<file path="config.mk">
export PLATFORM = sky130hd
export DESIGN_NAME = ahbl_mm_arbiter
export DESIGN_NICKNAME = d
export VERILOG_FILES = /design/src/rtl/ahbl_mm_arbiter.sv
export SDC_FILE = /design/constraint.sdc
export NUM_CORES = 1
export LEC_CHECK = 0
export CORE_MARGIN = 5
export CORE_UTILIZATION = 34
export CTS_CLUSTER_DIAMETER = 50
export CTS_CLUSTER_SIZE = 10
export DETAILED_ROUTE_END_ITERATION = 8
export HOLD_SLACK_MARGIN = 0.05
export PLACE_DENSITY = 0.78
export SETUP_SLACK_MARGIN = 0.15
export SYNTH_ARGS = -nofsm -noshare
export SYNTH_HDL_FRONTEND = slang
export SYNTH_SLANG_ARGS = --single-unit
</file>
<file path="constraint.sdc">
create_clock -name HCLK -period 5.6 [get_ports HCLK]
set_input_delay 1.12 -clock HCLK [delete_from_list [all_inputs] [get_ports HCLK]]
set_output_delay 1.12 -clock HCLK [all_outputs]
set_load 0.02 [all_outputs]
</file>
<file path="src/rtl/ahbl_mm_arbiter.sv">
// ---------------------------------------------------------------------------
// ahbl_mm_arbiter
//
// N-master AHB-lite arbiter that places several masters (CPU, DMA, debug) in
// front of the single slave-side bus that feeds the system decoder.
//
// Each master port has a hold stage. A transfer that a port issues while it
// cannot drive the slave bus directly is captured there. The master then
// sees wait states until the arbiter replays the transfer.
//
// Parameters:
//   NUM_MASTERS  number of master ports (2..8)
//   AW, DW       address / data width
//   ARB_MODE     0 = fixed priority (port 0 highest), 1 = round-robin
//
// Ports:
//   HCLK, HRESET        clock, synchronous active-high reset
//   M_HADDR/HTRANS/HWRITE/HSIZE/HWDATA
//                       per-port master request buses, packed; port m
//                       occupies slice [m*W +: W]
//   M_HREADY            per-port ready back to the masters
//   M_HRDATA            read data, broadcast to all ports
//   S_HADDR/HTRANS/HWRITE/HSIZE/HWDATA
//                       slave-side address/control and write data
//   S_HREADY, S_HRDATA  slave-side ready and read data
//   GRANT               one-hot owner of the address phase
//
// Optional feature (macro AHBL_ARB_LOCK_EN):
//   Adds the M_HMASTLOCK input and the S_HMASTLOCK output. The lock bit is
//   captured with the transfer. A locked owner keeps the grant until it
//   presents an unlocked transfer or IDLE.
//
// Handshake:
//   A port issues a transfer when HTRANS[1]=1 and its M_HREADY=1 in the same
//   cycle. The slave accepts an address phase when S_HTRANS[1]=1 and
//   S_HREADY=1. A data phase ends on the first S_HREADY=1 cycle after it
//   starts.
// ---------------------------------------------------------------------------
module ahbl_mm_arbiter #(
  parameter int NUM_MASTERS = 2,
  parameter int AW          = 32,
  parameter int DW          = 32,
  parameter int ARB_MODE    = 1
) (
  input  logic                      HCLK,
  input  logic                      HRESET,
  input  logic [NUM_MASTERS*AW-1:0] M_HADDR,
  input  logic [2*NUM_MASTERS-1:0]  M_HTRANS,
  input  logic [NUM_MASTERS-1:0]    M_HWRITE,
  input  logic [3*NUM_MASTERS-1:0]  M_HSIZE,
  input  logic [NUM_MASTERS*DW-1:0] M_HWDATA,
`ifdef AHBL_ARB_LOCK_EN
  input  logic [NUM_MASTERS-1:0]    M_HMASTLOCK,
  output logic                      S_HMASTLOCK,
`endif
  output logic [NUM_MASTERS-1:0]    M_HREADY,
  output logic [DW-1:0]             M_HRDATA,
  output logic [AW-1:0]             S_HADDR,
  output logic [1:0]                S_HTRANS,
  output logic                      S_HWRITE,
  output logic [2:0]                S_HSIZE,
  output logic [DW-1:0]             S_HWDATA,
  input  logic                      S_HREADY,
  input  logic [DW-1:0]             S_HRDATA,
  output logic [NUM_MASTERS-1:0]    GRANT
);

  localparam int IW = (NUM_MASTERS > 1) ? $clog2(NUM_MASTERS) : 1;

  localparam logic [1:0] HTRANS_IDLE   = 2'b00;
  localparam logic [1:0] HTRANS_NONSEQ = 2'b10;
  localparam logic [1:0] HTRANS_SEQ    = 2'b11;

  // Arbitration and data-phase state
  logic [IW-1:0]          owner_q, owner_d;
  logic [IW-1:0]          downer_q, downer_d;
  logic                   dvalid_q, dvalid_d;
  logic [NUM_MASTERS-1:0] pend_q, pend_d;

  // Per-port hold stage
  logic [AW-1:0]          hold_addr_q  [NUM_MASTERS];
  logic [1:0]             hold_trans_q [NUM_MASTERS];
  logic [2:0]             hold_size_q  [NUM_MASTERS];
  logic [NUM_MASTERS-1:0] hold_write_q;
`ifdef AHBL_ARB_LOCK_EN
  logic [NUM_MASTERS-1:0] hold_lock_q;
  logic                   src_lock;
`endif

  // Unpacked views of the live master buses
  logic [AW-1:0]          live_addr  [NUM_MASTERS];
  logic [1:0]             live_trans [NUM_MASTERS];
  logic [2:0]             live_size  [NUM_MASTERS];

  logic [NUM_MASTERS-1:0] mready;
  logic [NUM_MASTERS-1:0] issue;
  logic [NUM_MASTERS-1:0] capture;
  logic [NUM_MASTERS-1:0] req;
  logic                   src_hold;
  logic [1:0]             src_trans;
  logic                   accept;
  logic                   arb_en;
  logic                   found;
  int                     idx;

  always_comb begin
    for (int m = 0; m < NUM_MASTERS; m++) begin
      live_addr[m]  = M_HADDR[m*AW +: AW];
      live_trans[m] = M_HTRANS[m*2 +: 2];
      live_size[m]  = M_HSIZE[m*3 +: 3];
    end
  end

  always_comb begin
    // Per-port ready. A port in its data phase follows the slave. A port
    // with a held transfer is stalled until the replay's data phase.
    for (int m = 0; m < NUM_MASTERS; m++) begin
      if (HRESET)
        mready[m] = 1'b1;
      else if (dvalid_q && (downer_q == IW'(m)))
        mready[m] = S_HREADY;
      else if (pend_q[m])
        mready[m] = 1'b0;
      else
        mready[m] = 1'b1;
      issue[m] = ~HRESET & live_trans[m][1] & mready[m];
    end

    // Slave address mux: the owner's held transfer takes precedence over
    // its live inputs.
    src_hold  = pend_q[owner_q];
    src_trans = src_hold ? hold_trans_q[owner_q] : live_trans[owner_q];
    S_HADDR   = src_hold ? hold_addr_q[owner_q]  : live_addr[owner_q];
    S_HWRITE  = src_hold ? hold_write_q[owner_q] : M_HWRITE[owner_q];
    S_HSIZE   = src_hold ? hold_size_q[owner_q]  : live_size[owner_q];
    S_HTRANS  = HRESET ? HTRANS_IDLE : src_trans;
    accept    = S_HTRANS[1] & S_HREADY;

    // Capture everything issued except the owner's zero-latency pass-through.
    for (int m = 0; m < NUM_MASTERS; m++) begin
      capture[m] = issue[m] &
                   ~((owner_q == IW'(m)) & ~pend_q[m] & S_HREADY);
    end

    pend_d = pend_q | capture;
    if (accept && src_hold)
      pend_d[owner_q] = 1'b0;

    dvalid_d = dvalid_q;
    downer_d = downer_q;
    if (accept) begin
      dvalid_d = 1'b1;
      downer_d = owner_q;
    end else if (S_HREADY) begin
      dvalid_d = 1'b0;
    end

    // Arbitration. A SEQ beat from the owner holds the grant so that bursts
    // are never split.
`ifdef AHBL_ARB_LOCK_EN
    src_lock    = src_hold ? hold_lock_q[owner_q] : M_HMASTLOCK[owner_q];
    S_HMASTLOCK = src_lock & ~HRESET;
    arb_en      = S_HREADY & (src_trans != HTRANS_SEQ) &
                  ~(src_lock & (src_trans != HTRANS_IDLE));
`else
    arb_en      = S_HREADY & (src_trans != HTRANS_SEQ);
`endif

    for (int m = 0; m < NUM_MASTERS; m++)
      req[m] = pend_q[m] | ((live_trans[m] == HTRANS_NONSEQ) & mready[m]);

    owner_d = owner_q;
    found   = 1'b0;
    idx     = 0;
    if (arb_en) begin
      if (ARB_MODE == 0) begin
        for (int k = 0; k < NUM_MASTERS; k++) begin
          if (!found && req[k]) begin
            found   = 1'b1;
            owner_d = IW'(k);
          end
        end
      end else begin
        // Search starts just after the current owner; the owner is last.
        for (int k = 1; k <= NUM_MASTERS; k++) begin
          idx = (int'(owner_q) + k) % NUM_MASTERS;
          if (!found && req[idx]) begin
            found   = 1'b1;
            owner_d = IW'(idx);
          end
        end
      end
    end

    M_HREADY = mready;
    M_HRDATA = S_HRDATA;
    S_HWDATA = M_HWDATA[int'(downer_q)*DW +: DW];

    GRANT = '0;
    if (HRESET)
      GRANT[0] = 1'b1;
    else
      GRANT[owner_q] = 1'b1;
  end

  always_ff @(posedge HCLK) begin
    if (HRESET) begin
      owner_q  <= '0;
      downer_q <= '0;
      dvalid_q <= 1'b0;
      pend_q   <= '0;
    end else begin
      owner_q  <= owner_d;
      downer_q <= downer_d;
      dvalid_q <= dvalid_d;
      pend_q   <= pend_d;
      for (int m = 0; m < NUM_MASTERS; m++) begin
        if (capture[m]) begin
          hold_addr_q[m]  <= live_addr[m];
          hold_trans_q[m] <= live_trans[m];
          hold_size_q[m]  <= live_size[m];
          hold_write_q[m] <= M_HWRITE[m];
`ifdef AHBL_ARB_LOCK_EN
          hold_lock_q[m]  <= M_HMASTLOCK[m];
`endif
        end
      end
    end
  end

endmodule
</file>
Yosys cells after proc, flatten, opt, wreduce, memory -nomap -nowiden
Memory sizes are Yosys's and may differ from the RTL's. A register that Yosys moved wholly into a read port is not among the register bits.
Index checks and enable logic that the tools add are counted.
{"block": "totals", "ramBits": 74, "rom_bits": 0, "latchBits": 0, "output_inout_bits": 106, "regBits": 7, "n_memories": 3}
{"memory": "hold_addr_q", "depth": 2, "word_bits": 32, "read_ports": 1, "rd_ports_with_merged_regs": 1, "wr": 2, "line_no": "81", "source": "logic [AW-1:0] hold_addr_q [NUM_MASTERS];"}
{"memory": "hold_size_q", "depth": 2, "word_bits": 3, "read_ports": 1, "rd_ports_with_merged_regs": 1, "wr": 2, "line_no": "83", "source": "logic [2:0] hold_size_q [NUM_MASTERS];"}
{"memory": "hold_trans_q", "depth": 2, "word_bits": 2, "read_ports": 1, "rd_ports_with_merged_regs": 1, "wr": 2, "line_no": "82", "source": "logic [1:0] hold_trans_q [NUM_MASTERS];"}
{"block": "op_classes", "n_reduce_logical": 11, "eq_ne": 3, "n_lt_le_gt_ge": 5, "bitwise_logic": 29, "shifts": 1, "n_mux": 55, "add_sub_neg": 2, "mul": 0, "n_div": 0}
{"op": "$mux W32", "count": 4}
{"op": "$shiftx A64 B7 Y32", "count": 1}
{"op": "$mux W1", "count": 40}
{"op": "$and A1 B1 Y1", "count": 14}
{"op": "$mux W2", "count": 6}
{"op": "$mux W3", "count": 4}
{"op": "$not A1 Y1", "count": 7}
{"op": "$lt A2 B3 Y1 const B", "count": 2}
{"op": "$reduce_and A2 Y1", "count": 3}
{"op": "$logic_and A1 B1 Y1", "count": 5}
{"op": "$eq A2 B2 Y1 const B", "count": 2}
{"op": "$reduce_bool A2 Y1", "count": 2}
{"op": "$add A1 B1 Y1 const B", "count": 2}
{"op": "$and A1 B1 Y1 const A", "count": 2}
{"op": "$and A2 B2 Y2", "count": 1}
{"op": "$ge A2 B2 Y1 const B", "count": 1}
{"op": "$lt A1 B2 Y1 const B", "count": 1}
{"op": "$ne A2 B2 Y1 const B", "count": 1}
{"op": "$not A1 Y2", "count": 1}
{"op": "$not A2 Y2", "count": 1}
{"op": "$or A1 B1 Y1", "count": 2}
{"op": "$or A2 B2 Y2", "count": 1}
{"op": "$demux W1 S1", "count": 1}
{"op": "$ge A1 B1 Y1 const B", "count": 1}
{"op": "$logic_not A1 Y1", "count": 1}

Depth between registers and ports, before layout
Gate-level depths: netlist of the first run.
{"block": "depth", "ltp_word": 17, "mapped_depth": 6}

Worst setup path after synthesis of the first run
OpenSTA, ideal clock, no wires.
{"block": "synth_timing", "kind": "input to register", "startpoint": "in S_HREADY", "endpoint": "mem hold_addr_q[1][0] (enable)", "arrival_time_ps": 5544, "setup_time_ps": 542, "slack_ps": -486, "stages": 4, "cell_sequence": "clkbuf_1 > nor2_1 > a21oi_1 > nor4b_1"}
{"element": "start: declaration", "line_no": "63", "source": "input logic S_HREADY,"}
{"element": "end: declaration", "line_no": "81"}

Final worst setup path of the first run
{"block": "layout_timing", "startpoint": "in HRESET", "endpoint": "out GRANT[1]"}
{"block": "layout_between", "elab_chain_cells": 1}
{"element": "start: declaration", "line_no": "46", "source": "input logic HRESET,"}
{"element": "$mux W1", "line_no": "200", "source": "if (HRESET)"}
{"element": "end: declaration", "line_no": "65", "source": "output logic [NUM_MASTERS-1:0] GRANT"}
No other way between the ends.

==> out/metrics.cfg, run 1 <==
[clock_tree]
clkTransAtPathRegs_ns=0.06
cts_htree_levels=3
cts_tree=done
clkSinkCount=82
clock_latency_ns=0.33
numCtsBuffers=9
cts_resized=0
clockBufferDepth=2
clockRootBuffer=clkbuf_16
postCtsSetupBuffers=0
postCtsHoldBufs=0

[logic_synthesis]
syn_area_per_cell_um2=12.2
synth_edf_count=76
synth_top_cell_by_area=edfxtp_1
ys_ff_latch=82
ys_warn_count=0
synth_area_leaders=edfxtp_1, mux2i_1, mux2_2, a211oi_1, buf_4
ys_async_sr_fraction_pct=0
yosysSeqAreaShare_pct=53.1
ys_types=27
synthesis.area_mm2=0.00452
synth.net_count=547
synthCells=372
yosys_most_used_dff=edfxtp_1
yosys.area.top_type_share_pct=50.5

[pwr]
p_per_area_mw_per_mm2=267
peakVddDrop_mv=0.119
p_comb_share_pct=31.7
power_switching_uw=535
p_int_mw=1.31
sequentialPowerShare_pct=39.2
switching_share_pct=29.0
p_clk_share_pct=29.0
p_total_mw=1.84
p_leak_nw=2.30

[cells_and_area]
fillerInstances=1114
nets=719
syn_to_final_growth_pct=53.0
fin_util_pct=52.7
antennaDiodeCount=0
drive_above_1_share_pct=11.1

[grt]
grt.overflow.total=0
track_usage_pct=16.6
grt_max_degree=59
grt_pass1_vias=3723
use_met3_pct=6.99
use_met2_pct=30.4
met1_usage_pct=16.7
top_usage_layer=met2
grt_pass1_wl_um=20300
antenna_found_initial=0

[worst_setup_path]
worstPathMaxFanout=17
start_kind=input port
critical_path_required_ns=4.48
rr_worst_depth=4
endpoint_kind=output port
regToRegSetupSlack_ns=2.96
cp.arrival_ns=2.94
r2r-end=hold_addr_q[0][24]
r2r_start=owner_q
criticalPathCategory=in2out

[worst_hold_path]
min_from=dvalid_q
whs_path_depth=1
hold_end=dvalid_q
hp-class=reg2reg

[detailed_routing]
drc=0
vias=3603
wire_per_inst_um=18.5
wl_um=13400
ant_nets=0
drt_iter0_drc=162
vias_per_cell=4.97
drtPass1Iterations=4

[timing]
tns_ns=0
slew_viol_final=0
fin_skew_ns=0.00685
fmax_mhz=246
finalCritPeriodShare_pct=72.5
fin_crit_ns=4.06
rsz0062_at_grt=false
tightest_slew_ns=0.943
slew_headroom_pct=36.9
hold_viol_final=0
setup_violations=0

[die]
ioPinCount=281
initial_utilization_pct=34.4
rows=42
die_h_um=125
die_x_um=125
design.die.area_mm2=0.0157
core_region_area_mm2=0.0131

[place]
port_buffers=216
dp_hpwl_um=10300
gp_congestion=1.01

[outcome]
status=finished, final reports clean

[run]
cap_violations=0

-- worst max-delay path: stages --
cell and delay (ns):
clkdlybuf4s50_1 0.73, nand2b_1 0.38, inv_1 0.10, clkdlybuf4s50_1 0.61
-- cells by family (layout without fill, tap and decap cells) --
family          after synthesis  after routing  synth area share (%)
flops                        82             82                  53.1
compound gates               96             96                  13.6
simple gates                 55             55                  7.53
mux                          74             74                  17.3
buf+inv                      65            242                  8.44
-- synthesized netlist by cell type (all sizes together) (4+ instances only) --
cell type	number
edfxtp	76
nor2b	37
nor2	4
clkbuf	14
mux2	33
a211oi	41
nand2b	4
o21ai	4
mux2i	41
buf	47
dfxtp	6
inv	4
a21oi	42
-- cell usage in the layout, fill, tap and decap left out, types with 2 or more instances in the layout --
cell type,instances
a211oi_1,41
a21o_1,3
a21oi_1,42
a311oi_1,2
buf_4,5
clkbuf_16,9
clkdlybuf4s50_1,216
clkinv_2,2
clkinvlp_4,2
dfxtp_1,4
dfxtp_2,2
edfxtp_1,76
inv_1,4
mux2_2,33
mux2i_1,40
nand2_1,3
nand2b_1,4
nor2_1,4
nor2b_1,37
nor3b_1,2
nor4b_4,2
o21ai_0,4
-- layout make-up --
class	instances	area, um2	share of cell area (%)
clock buffers	9	225	3.26
repair buffers	222	2220	32.1
clock inverters	7	53.8	0.778
inverters	4	15.0	0.217
flip-flops and latches	82	2400	34.8
multi-input cells	225	1780	25.7
well taps	176	220	3.18
-- routing by layer --
metal  part of all wire (%)  vias to the layer above
li1                       -                     1726
met1                     36                     1668
met2                     52                      188
met3                    9.5                       21
met4                    2.6                        0
met5                      0                        -
-- flip-flops by register name (all words and copies together) (netlist names), named ones only --
register,flops
hold_addr_q,64
hold_size_q,6
hold_trans_q,4
hold_write_q,2
pend_q,2
downer_q,1
dvalid_q,1
owner_q,1
-- worst max path at each step --
stage               cells past startpoint  slack (ns)                 to     start
finish                                  4        1.54           GRANT[1]    HRESET
global route                            4        1.41           GRANT[1]    HRESET
CTS                                     4        1.53           GRANT[1]    HRESET
detailed placement                      4        1.53           GRANT[1]    HRESET
global placement                        4        1.56           GRANT[1]    HRESET
floorplan                               4        1.44  hold_addr_q[1][0]  S_HREADY
-- power groups by stage --
stage | combinational [mW] | clock, mW | sequential [mW]
finish | 0.585 | 0.536 | 0.724
global route | 0.621 | 0.582 | 0.727
global placement | 0.582 | 0 | 0.736
detailed placement | 0.590 | 0 | 0.737
floorplan | 0.327 | 0 | 0.726
CTS | 0.593 | 0.553 | 0.724
-- metrics by stage --
stage	area, um2	setup slack [ns]	hold WS, ns	std cells
finish	6920	1.54	0.588	725
global route	6920	1.41	0.609	725
CTS	6920	1.53	0.580	725
detailed placement	6640	1.53	0.568	709
global placement	6640	1.56	0.555	709
floorplan	4530	1.44	0.507	372
Power figures use the tool's default switching activity.
==> run 2: changes to the inputs <==
CORE_UTILIZATION = 38   (was 34)
PLACE_DENSITY = 0.82   (was 0.78)
clock period = 3.8 ns   (was 5.6 ns; I/O delays follow)
==> out/metrics.cfg, run 2 (same netlist as run 1, synthesis figures left out) <==
[clock_tree]
postCtsHoldBufs=0  ; unchanged
clockBufferDepth=2  ; unchanged
cts_resized=0  ; unchanged
clock_latency_ns=0.33  ; about the same
clkSinkCount=82  ; unchanged
numCtsBuffers=9  ; unchanged
clockRootBuffer=clkbuf_16
cts_tree=done
postCtsSetupBuffers=0  ; unchanged
clkTransAtPathRegs_ns=0.06  ; about the same
cts_htree_levels=3  ; unchanged

[worst_setup_path]
r2r_start=owner_q
endpoint_kind=output port
critical_path_required_ns=3.04  ; -1.44 ns
start_kind=input port
cpMostUsedCell=clkdlybuf4s50_1
regToRegSetupSlack_ns=1.47  ; -1.49 ns
worstPathMaxFanout=12  ; -5
crit_buf_inv=2  ; -1
rr_worst_depth=4  ; unchanged
criticalPathCategory=in2out
cpMaxStageDelayCell=clkdlybuf4s50_1
crit_path_max_incr_delay_ns=0.60  ; -0.13 ns
crit_family=buffers and inverters
r2r-end=hold_addr_q[0][12]
cp.arrival_ns=2.50  ; -0.44 ns
worstPathCellList=clkdlybuf4s50_1 > o21ai_0 > nand2b_1 > clkdlybuf4s50_1

[cells_and_area]
syn_to_final_growth_pct=52.8
fillerInstances=947  ; -15%
nets=723  ; +0.56%
final_common_cell=clkdlybuf4s50_1
top_regs=hold_addr_q x64, hold_size_q x6, hold_trans_q x4
mostFrequentLayoutCells=clkdlybuf4s50_1, edfxtp_1, a21oi_1, a211oi_1, mux2i_1
largest_reg_flops=64  ; unchanged
drive_above_1_share_pct=11.4  ; +0.28 points
largest-register=hold_addr_q
antennaDiodeCount=0  ; unchanged

[timing]
slew_headroom_pct=49.7  ; +13 points
setup_violations=0  ; unchanged
finalCritPeriodShare_pct=85.8
hold_slack_ns=0.566  ; -0.0227 ns
slew_viol_final=0  ; unchanged
hold_viol_final=0  ; unchanged
rsz0062_at_grt=false
fin_crit_ns=3.26
tns_ns=0  ; unchanged
fmax_mhz=307
fin_skew_ns=0.0127  ; +0.00585 ns
tightest_slew_ns=0.755  ; -0.188 ns

[grt]
grt_pass1_wl_um=20600  ; +1.7%
grt.overflow.total=0  ; unchanged
grt_max_degree=47  ; -20%
antenna_found_initial=0  ; unchanged
grt_pass1_vias=3873  ; +4.0%
track_usage_pct=18.6  ; +2.0 points

[detailed_routing]
wl_um=13600  ; +0.98%
vias_per_cell=5.23  ; +5.2%
drc=0  ; unchanged
ant_nets=0  ; unchanged
drt_iter0_drc=112  ; -31%
wire_per_inst_um=19.5  ; +5.2%
drtPass1Iterations=4  ; unchanged
vias=3640  ; +1.0%

[pwr]
p_leak_nw=2.32  ; +1.2%
peakVddDrop_mv=0.204  ; +71%
p_total_mw=2.77  ; +50%
p_per_area_mw_per_mm2=402  ; +51%

[worst_hold_path]
hp-class=reg2reg
whs_path_depth=2  ; +1
hold_end=downer_q
min_from=downer_q

[die]
die_x_um=119  ; -5.0%
ioPinCount=281  ; unchanged
die_h_um=119  ; -5.0%
initial_utilization_pct=39.3  ; +4.8 points
core_region_area_mm2=0.0115  ; -12%
design.die.area_mm2=0.0142  ; -9.7%
rows=39  ; -7.1%

[place]
gp_congestion=0.918  ; -9.1%
port_buffers=216  ; unchanged
dp_hpwl_um=10500  ; +1.3%

[run]
cap_violations=0  ; unchanged

[outcome]
status=finished, final reports clean

## run 2: metrics by stage
stage / worst slack (ns) / utilization, % / cells / area, um2
2_1_floorplan: 0.849 / - / 372 / 4550
5_1_grt: 0.405 / 60.0 / 696 / 6910
6_report: 0.541 / 60.0 / 696 / 6910
3_5_place_dp: 0.534 / 57.4 / 680 / 6620
4_1_cts: 0.495 / 60.0 / 696 / 6910
3_3_place_gp: 0.561 / 57.4 / 680 / 6620
## run 2: power by group
| part | switching, mW | internal, mW | total, mW |
|---|---|---|---|
| sequential | 0.0309 | 1.04 | 1.07 |
| combinational | 0.418 | 0.446 | 0.864 |
| clock | 0.330 | 0.510 | 0.840 |
| total | 0.779 | 2.00 | 2.77 |
## run 2: worst max-delay path by stage
| stage | start | end | cells past startpoint |
|---|---|---|---|
| global placement | HRESET | S_HTRANS[1] | 4 |
| finish | S_HREADY | M_HREADY[0] | 4 |
| detailed placement | HRESET | S_HTRANS[1] | 4 |
| global route | owner_q | S_HTRANS[1] | 5 |
| floorplan | S_HREADY | hold_addr_q[0][0] | 3 |
| CTS | owner_q | S_HTRANS[1] | 5 |
## run 2: area by class of cell
class / instances / area (um2) / area share, %
flip-flops and latches: 82 / 2400 / 34.8
repair buffers: 226 / 2240 / 32.4
inverters: 4 / 15.0 / 0.217
multi-input cells: 225 / 1780 / 25.8
clock buffers: 10 / 229 / 3.31
clock inverters: 6 / 65.1 / 0.942
well taps: 143 / 179 / 2.59
## run 2: per-layer routing
metal  routed length, um  up-vias  part of all wire [%]  GRT usage [%]
li1                    -     1738                     -              -
met1                4700     1672                    35           18.4
met2                7050      196                    52           33.9
met3                1270       34                   9.4           6.64
met4                 529        0                   3.9           9.85
met5                   0        -                     0              0
## run 2: worst min-delay path, delay by kind of cell (launching register included)
kind,cells,cell delay (ns)
and+or+nand+nor,1,0.09
DFF,1,0.37
muxes,1,0.06
==> run 3: changes to the inputs <==
SLEW_MARGIN = 20   (was unset)
==> results of run 3 <==
Final layout, timing and power as in run 2 (identical DEF).
